<file path="config.mk">
export PLATFORM = sky130hd
export DESIGN_NAME = vx_raster_tile_sched
export DESIGN_NICKNAME = d
export VERILOG_FILES = /design/src/rtl/vx_raster_tile_sched.sv
export SDC_FILE = /design/constraint.sdc
export NUM_CORES = 1
export LEC_CHECK = 0
export ABC_AREA = 1
export ABC_CLOCK_PERIOD_IN_PS = 9000
export CAP_MARGIN = 5
export CORE_MARGIN = 5
export CORE_UTILIZATION = 40
export DETAILED_ROUTE_END_ITERATION = 7
export GPL_TIMING_DRIVEN = 0
export PLACE_DENSITY = 0.66
export SETUP_SLACK_MARGIN = 0.4
export SLEW_MARGIN = 5
export SYNTH_ARGS = -nofsm -noshare
export SYNTH_HDL_FRONTEND = slang
export SYNTH_SLANG_ARGS = --single-unit
</file>
<file path="constraint.sdc">
create_clock -name clk -period 9 [get_ports clk]
set_clock_uncertainty 0.1 [all_clocks]
set_input_delay 2.7 -clock clk [delete_from_list [all_inputs] [get_ports clk]]
set_output_delay 2.7 -clock clk [all_outputs]
set_load 0.03 [all_outputs]
</file>
<file path="src/rtl/vx_raster_tile_sched.sv">
// Raster tile scheduler: streams tile entries from a tile buffer in memory
// into a small FIFO and hands them out round-robin to the raster slices.
//
// state  | meaning
// -------+-----------------------------------------------------------
// S_IDLE | waiting for start; a zero-tile start just pulses done
// S_RUN  | fetching tile entries and dispatching them to slices
module vx_raster_tile_sched #(
    parameter int NUM_SLICES = 2,
    parameter int FIFO_DEPTH = 4
) (
    input  logic                  clk,
    input  logic                  reset,
    input  logic                  start,
    input  logic [31:0]           tbuf_addr,
    input  logic [15:0]           tile_count,
    output logic                  busy,
    output logic                  done,
    output logic                  mem_req_valid,
    output logic [31:0]           mem_req_addr,
    input  logic                  mem_req_ready,
    input  logic                  mem_rsp_valid,
    input  logic [31:0]           mem_rsp_data,
    output logic                  mem_rsp_ready,
    output logic [NUM_SLICES-1:0] tile_valid,
    output logic [31:0]           tile_data,
    input  logic [NUM_SLICES-1:0] tile_ready
);

    localparam int PTR_W = $clog2(FIFO_DEPTH);
    localparam int CNT_W = PTR_W + 1;
    localparam int RR_W  = (NUM_SLICES > 1) ? $clog2(NUM_SLICES) : 1;

    typedef enum logic {S_IDLE, S_RUN} state_e;

    state_e            state_q, state_d;
    logic [31:0]       base_q, base_d;
    logic [15:0]       total_q, total_d;
    logic [15:0]       req_idx_q, req_idx_d;
    logic [15:0]       disp_cnt_q, disp_cnt_d;
    logic [CNT_W-1:0]  outst_q, outst_d;
    logic [CNT_W-1:0]  occ_q, occ_d;
    logic [PTR_W-1:0]  wr_ptr_q, wr_ptr_d;
    logic [PTR_W-1:0]  rd_ptr_q, rd_ptr_d;
    logic [RR_W-1:0]   rr_q, rr_d;
    logic              done_q, done_d;
    logic [31:0]       fifo_mem_q [FIFO_DEPTH];

    logic              fifo_empty;
    logic              grant_found;
    logic [RR_W-1:0]   grant_idx;
    logic              req_fire;
    logic              rsp_fire;
    logic              disp_fire;
    logic [CNT_W:0]    credit_used;

    // (p + k) mod NUM_SLICES, with k < NUM_SLICES so one subtraction suffices
    function automatic logic [RR_W-1:0] slice_add(input logic [RR_W-1:0] p, input int k);
        int s;
        s = int'(p) + k;
        if (s >= NUM_SLICES) s = s - NUM_SLICES;
        return RR_W'(s);
    endfunction

    // Round-robin grant: first ready slice at or after the pointer
    always_comb begin
        grant_found = 1'b0;
        grant_idx   = rr_q;
        for (int i = 0; i < NUM_SLICES; i++) begin
            if (!grant_found && tile_ready[slice_add(rr_q, i)]) begin
                grant_found = 1'b1;
                grant_idx   = slice_add(rr_q, i);
            end
        end
    end

    // Datapath outputs; every response lands in the FIFO, so in-flight
    // reads plus stored entries must never exceed the FIFO depth
    always_comb begin
        fifo_empty  = (occ_q == '0);
        credit_used = {1'b0, outst_q} + {1'b0, occ_q};
        disp_fire   = !fifo_empty && grant_found;
        tile_valid  = '0;
        if (disp_fire) tile_valid[grant_idx] = 1'b1;
        tile_data     = fifo_empty ? 32'd0 : fifo_mem_q[rd_ptr_q];
        mem_req_valid = (state_q == S_RUN) && (req_idx_q < total_q)
                        && (credit_used < (CNT_W+1)'(FIFO_DEPTH));
        mem_req_addr  = base_q + {14'd0, req_idx_q, 2'b00};
        mem_rsp_ready = 1'b1;
        req_fire      = mem_req_valid && mem_req_ready;
        rsp_fire      = mem_rsp_valid;
        busy          = (state_q == S_RUN);
        done          = done_q;
    end

    // Next-state: FSM, counters, FIFO bookkeeping and round-robin pointer
    always_comb begin
        state_d    = state_q;
        done_d     = 1'b0;
        base_d     = base_q;
        total_d    = total_q;
        req_idx_d  = req_idx_q + {15'd0, req_fire};
        disp_cnt_d = disp_cnt_q + {15'd0, disp_fire};
        wr_ptr_d   = wr_ptr_q + PTR_W'(rsp_fire);
        rd_ptr_d   = rd_ptr_q + PTR_W'(disp_fire);
        rr_d       = disp_fire ? slice_add(grant_idx, 1) : rr_q;

        outst_d = outst_q;
        if (req_fire && !rsp_fire)      outst_d = outst_q + CNT_W'(1);
        else if (!req_fire && rsp_fire) outst_d = outst_q - CNT_W'(1);

        occ_d = occ_q;
        if (rsp_fire && !disp_fire)      occ_d = occ_q + CNT_W'(1);
        else if (!rsp_fire && disp_fire) occ_d = occ_q - CNT_W'(1);

        case (state_q)
            S_IDLE: begin
                if (start) begin
                    if (tile_count == 16'd0) begin
                        done_d = 1'b1;
                    end else begin
                        state_d    = S_RUN;
                        base_d     = tbuf_addr;
                        total_d    = tile_count;
                        req_idx_d  = 16'd0;
                        disp_cnt_d = 16'd0;
                    end
                end
            end
            S_RUN: begin
                if (disp_fire && (disp_cnt_q + 16'd1 == total_q)) begin
                    state_d = S_IDLE;
                    done_d  = 1'b1;
                end
            end
            default: state_d = S_IDLE;
        endcase
    end

    // State registers with asynchronous reset
    always_ff @(posedge clk or posedge reset) begin
        if (reset) begin
            state_q    <= S_IDLE;
            done_q     <= 1'b0;
            base_q     <= '0;
            total_q    <= '0;
            req_idx_q  <= '0;
            disp_cnt_q <= '0;
            outst_q    <= '0;
            occ_q      <= '0;
            wr_ptr_q   <= '0;
            rd_ptr_q   <= '0;
            rr_q       <= '0;
        end else begin
            state_q    <= state_d;
            done_q     <= done_d;
            base_q     <= base_d;
            total_q    <= total_d;
            req_idx_q  <= req_idx_d;
            disp_cnt_q <= disp_cnt_d;
            outst_q    <= outst_d;
            occ_q      <= occ_d;
            wr_ptr_q   <= wr_ptr_d;
            rd_ptr_q   <= rd_ptr_d;
            rr_q       <= rr_d;
        end
    end

    // FIFO storage; contents need no reset since occupancy gates every read
    always_ff @(posedge clk) begin
        if (rsp_fire) fifo_mem_q[wr_ptr_q] <= mem_rsp_data;
    end

endmodule

</file>
==> flow_metrics.env <==
export IMPL_outcome="completed"
export IMPL_pre_cts_ws_ns=2.11
export IMPL_rr_startpoint="total_q[1]$_DFFE_PP0P_"
export IMPL_grt_max_degree=57
export IMPL_clock_path_buffers=3
export IMPL_yosys_warnings=0
export IMPL_drv_slew=0
export IMPL_path_clk_slew_ns=0.06
export IMPL_hold_path_startpoint="outst_q[2]$_DFFE_PP0P_"
export IMPL_start_util_pct=40.8
export IMPL_firstDrtPassIters=5
export IMPL_tightestPinTransition_ns=0.815
export IMPL_min_to="outst_q[2]$_DFFE_PP0P_"
export IMPL_root_buffer="clkbuf_16"
export IMPL_crit_fanout=3
export IMPL_r2r_end="req_idx_q[14]$_DFF_PP0_"
export IMPL_dieArea_mm2=0.0319
export IMPL_worst_ir_drop_vdd_mv=0.296
export IMPL_synthCells=1276
export IMPL_hpwl_mm=22.3
export IMPL_dieHeight_um=179
export IMPL_final_common_cell="nand2_1"
export IMPL_final_fill_count=2573
export IMPL_critical_path_class="input pin to primary output"
export IMPL_syn_area_per_cell_um2=8.92
export IMPL_place_gp_congestion=0.896
export IMPL_n_antenna_cell=0
export IMPL_grt_setup_unrepaired="no"
export IMPL_antenna_found_initial=0
export IMPL_min_path_cells=1
export IMPL_grt_pass1_vias=9292
export IMPL_timing_fmax_ghz=0.145
export IMPL_hold_violations=0
export IMPL_leakage_nw=6.26
export IMPL_cts_tree="built"
export IMPL_crit_required_ns=6.20
export IMPL_portBuffers=155
export IMPL_final_period_minus_worst_setup_slack_ns=6.88
export IMPL_numClockSinks=221
export IMPL_postCtsHoldBufs=0
export IMPL_wl_mm=29.9
export IMPL_synth_edf_count=128
export IMPL_pin_count=157
export IMPL_power_density_mw_per_mm2=339
export IMPL_design_core_area_mm2=0.0279
export IMPL_ys_types=47
export IMPL_clkLatencyLatePin_ns=0.51
export IMPL_post_cts_setup_buffers=0
export IMPL_critPathLaunchType="input pin"
export IMPL_seq_area_frac_synth_pct=54.2
export IMPL_finalSetupViolCount=0
export IMPL_setup_slack_ns=2.12
export IMPL_grt_overflow=0
export IMPL_drc=0
export IMPL_final_cell_mix="nand2_1, nor2_1, clkdlybuf4s50_1"
export IMPL_tns_ns=0
export IMPL_slew_headroom_pct=45.4
export IMPL_ant_nets=0
export IMPL_fin_nets=1604
export IMPL_rows=61
export IMPL_area_growth_pct=26.1
export IMPL_setup_worst_path_end_class="primary output"
export IMPL_drive_gt1_share_pct=6.86
export IMPL_syn_area_mm2=0.0114
export IMPL_worst_hold_path_type="register to register"
export IMPL_drt_iter0_drc=578
export IMPL_numCtsBuffers=24
export IMPL_wl_per_cell_um=16.0
export IMPL_critPathArrivalTime_ns=4.08
export IMPL_cts_htree_levels=1
export IMPL_track_usage_pct=18.7
export IMPL_rr_worst_depth=21
export IMPL_fin_crit_sh_pct=76.4
export IMPL_synth_ff_type="edfxtp_1"
export IMPL_vias=9169
export IMPL_ys_ff_latch=221
export IMPL_ff2ff_setup_slack_ns=5.41
export IMPL_cts_resized=0
export IMPL_async_reset_ff_share_pct=42.1
export IMPL_grt_pass1_wl_mm=47.8
export IMPL_die_x_um=179
export IMPL_maxCapViolCount=0
export IMPL_synth_nets=1408
export IMPL_vias_per_cell=4.92
## power breakdown
| part | switching [mW] | leakage, nW | internal [mW] |
|---|---|---|---|
| clock | 0.387 | 0.373 | 0.571 |
| combinational | 1.48 | 3.53 | 0.890 |
| sequential | 0.185 | 2.36 | 1.35 |
| total | 2.05 | 6.26 | 2.82 |
## cell families after synthesis
group / Yosys count / share of synthesized area, %
muxes: 2 / 0.198
DFF: 221 / 54.2
and+or+nand+nor: 590 / 21.6
adders and majority gates: 45 / 5.14
xor gates and xnor gates: 54 / 4.15
buffers and inverters: 177 / 6.07
AOI/OAI and AO/OA: 186 / 8.63
other: 1 / 0.0329
## worst max path at each step
stage / from / cells past startpoint / slack, ns / end
2_1_floorplan: tile_ready[1] / 2 / 2.98 / tile_valid[1]
3_3_place_gp: mem_rsp_valid / 3 / 1.06 / fifo_mem_q[3][7]$_DFFE_PP_
3_5_place_dp: tile_ready[1] / 4 / 2.11 / tile_valid[1]
4_1_cts: tile_ready[1] / 4 / 2.11 / tile_valid[1]
5_1_grt: tile_ready[1] / 4 / 2.06 / tile_valid[1]
6_report: tile_ready[1] / 4 / 2.12 / tile_valid[1]
## through the flow
step / cells / utilization (%) / hold slack, ns / cell area, µm² / power [mW]
after global routing: 1865 / 51.4 / 0.397 / 14400 / 5.20
after detailed placement: 1824 / 48.7 / 0.368 / 13600 / 3.93
after global placement: 1809 / 48.0 / 0.371 / 13400 / 3.87
after CTS: 1865 / 51.4 / 0.383 / 14400 / 4.91
final: 1865 / 51.4 / 0.375 / 14400 / 4.86
after floorplan: 1276 / - / 0.350 / 11400 / 3.00
## registers in the layout, indices dropped and copies added (netlist names)
| register | cells |
|---|---|
| total_q | 16 |
| outst_q | 3 |
| rd_ptr_q | 2 |
| done | 1 |
| busy | 1 |
| fifo_mem_q | 128 |
| occ_q | 3 |
| disp_cnt_q | 16 |
| rr_q | 1 |
| base_q | 32 |
| wr_ptr_q | 2 |
| req_idx_q | 16 |
## metal layers
| layer | GRT usage (%) | share of wire, % | up-vias |
|---|---|---|---|
| met5 | 0 | 0 | - |
| met4 | 4.57 | 2.1 | 0 |
| li1 | - | - | 4560 |
| met3 | 3.86 | 7.1 | 51 |
| met2 | 31.9 | 48 | 296 |
| met1 | 24.5 | 43 | 4262 |
## area by class of cell
class                      instances  area [µm²]  share of cell area [%]
multi-input combinational        878        4540                    31.6
inverter                         136         513                    3.57
sequential                       221        6170                    43.0
timing repair buffer             170        1720                    12.0
buffer                            41         180                    1.26
clock buffer                      34         669                    4.66
tap                              378         473                    3.30
clock inverter                     7        85.1                   0.593
## synth_stat cells (12+ instances only)
cell / number / area share [%]
dfrtp_1: 93 / 20
xor2_1: 37 / 2.8
nand2_1: 277 / 9.1
clkbuf_1: 23 / 0.76
nor3_1: 12 / 0.53
a21oi_1: 63 / 2.8
edfxtp_1: 128 / 34
nand4_1: 12 / 0.66
nand3_1: 49 / 2.2
nor2_1: 212 / 7.0
o21ai_0: 105 / 4.6
xnor2_1: 17 / 1.3
ha_1: 42 / 4.6
inv_1: 129 / 4.3
## critical path, cell delays in order
cell	delay, ns
clkdlybuf4s50_1	0.50
nand2_1	0.06
a21oi_1	0.12
clkdlybuf4s50_1	0.70
Power figures use the tool's default switching activity.
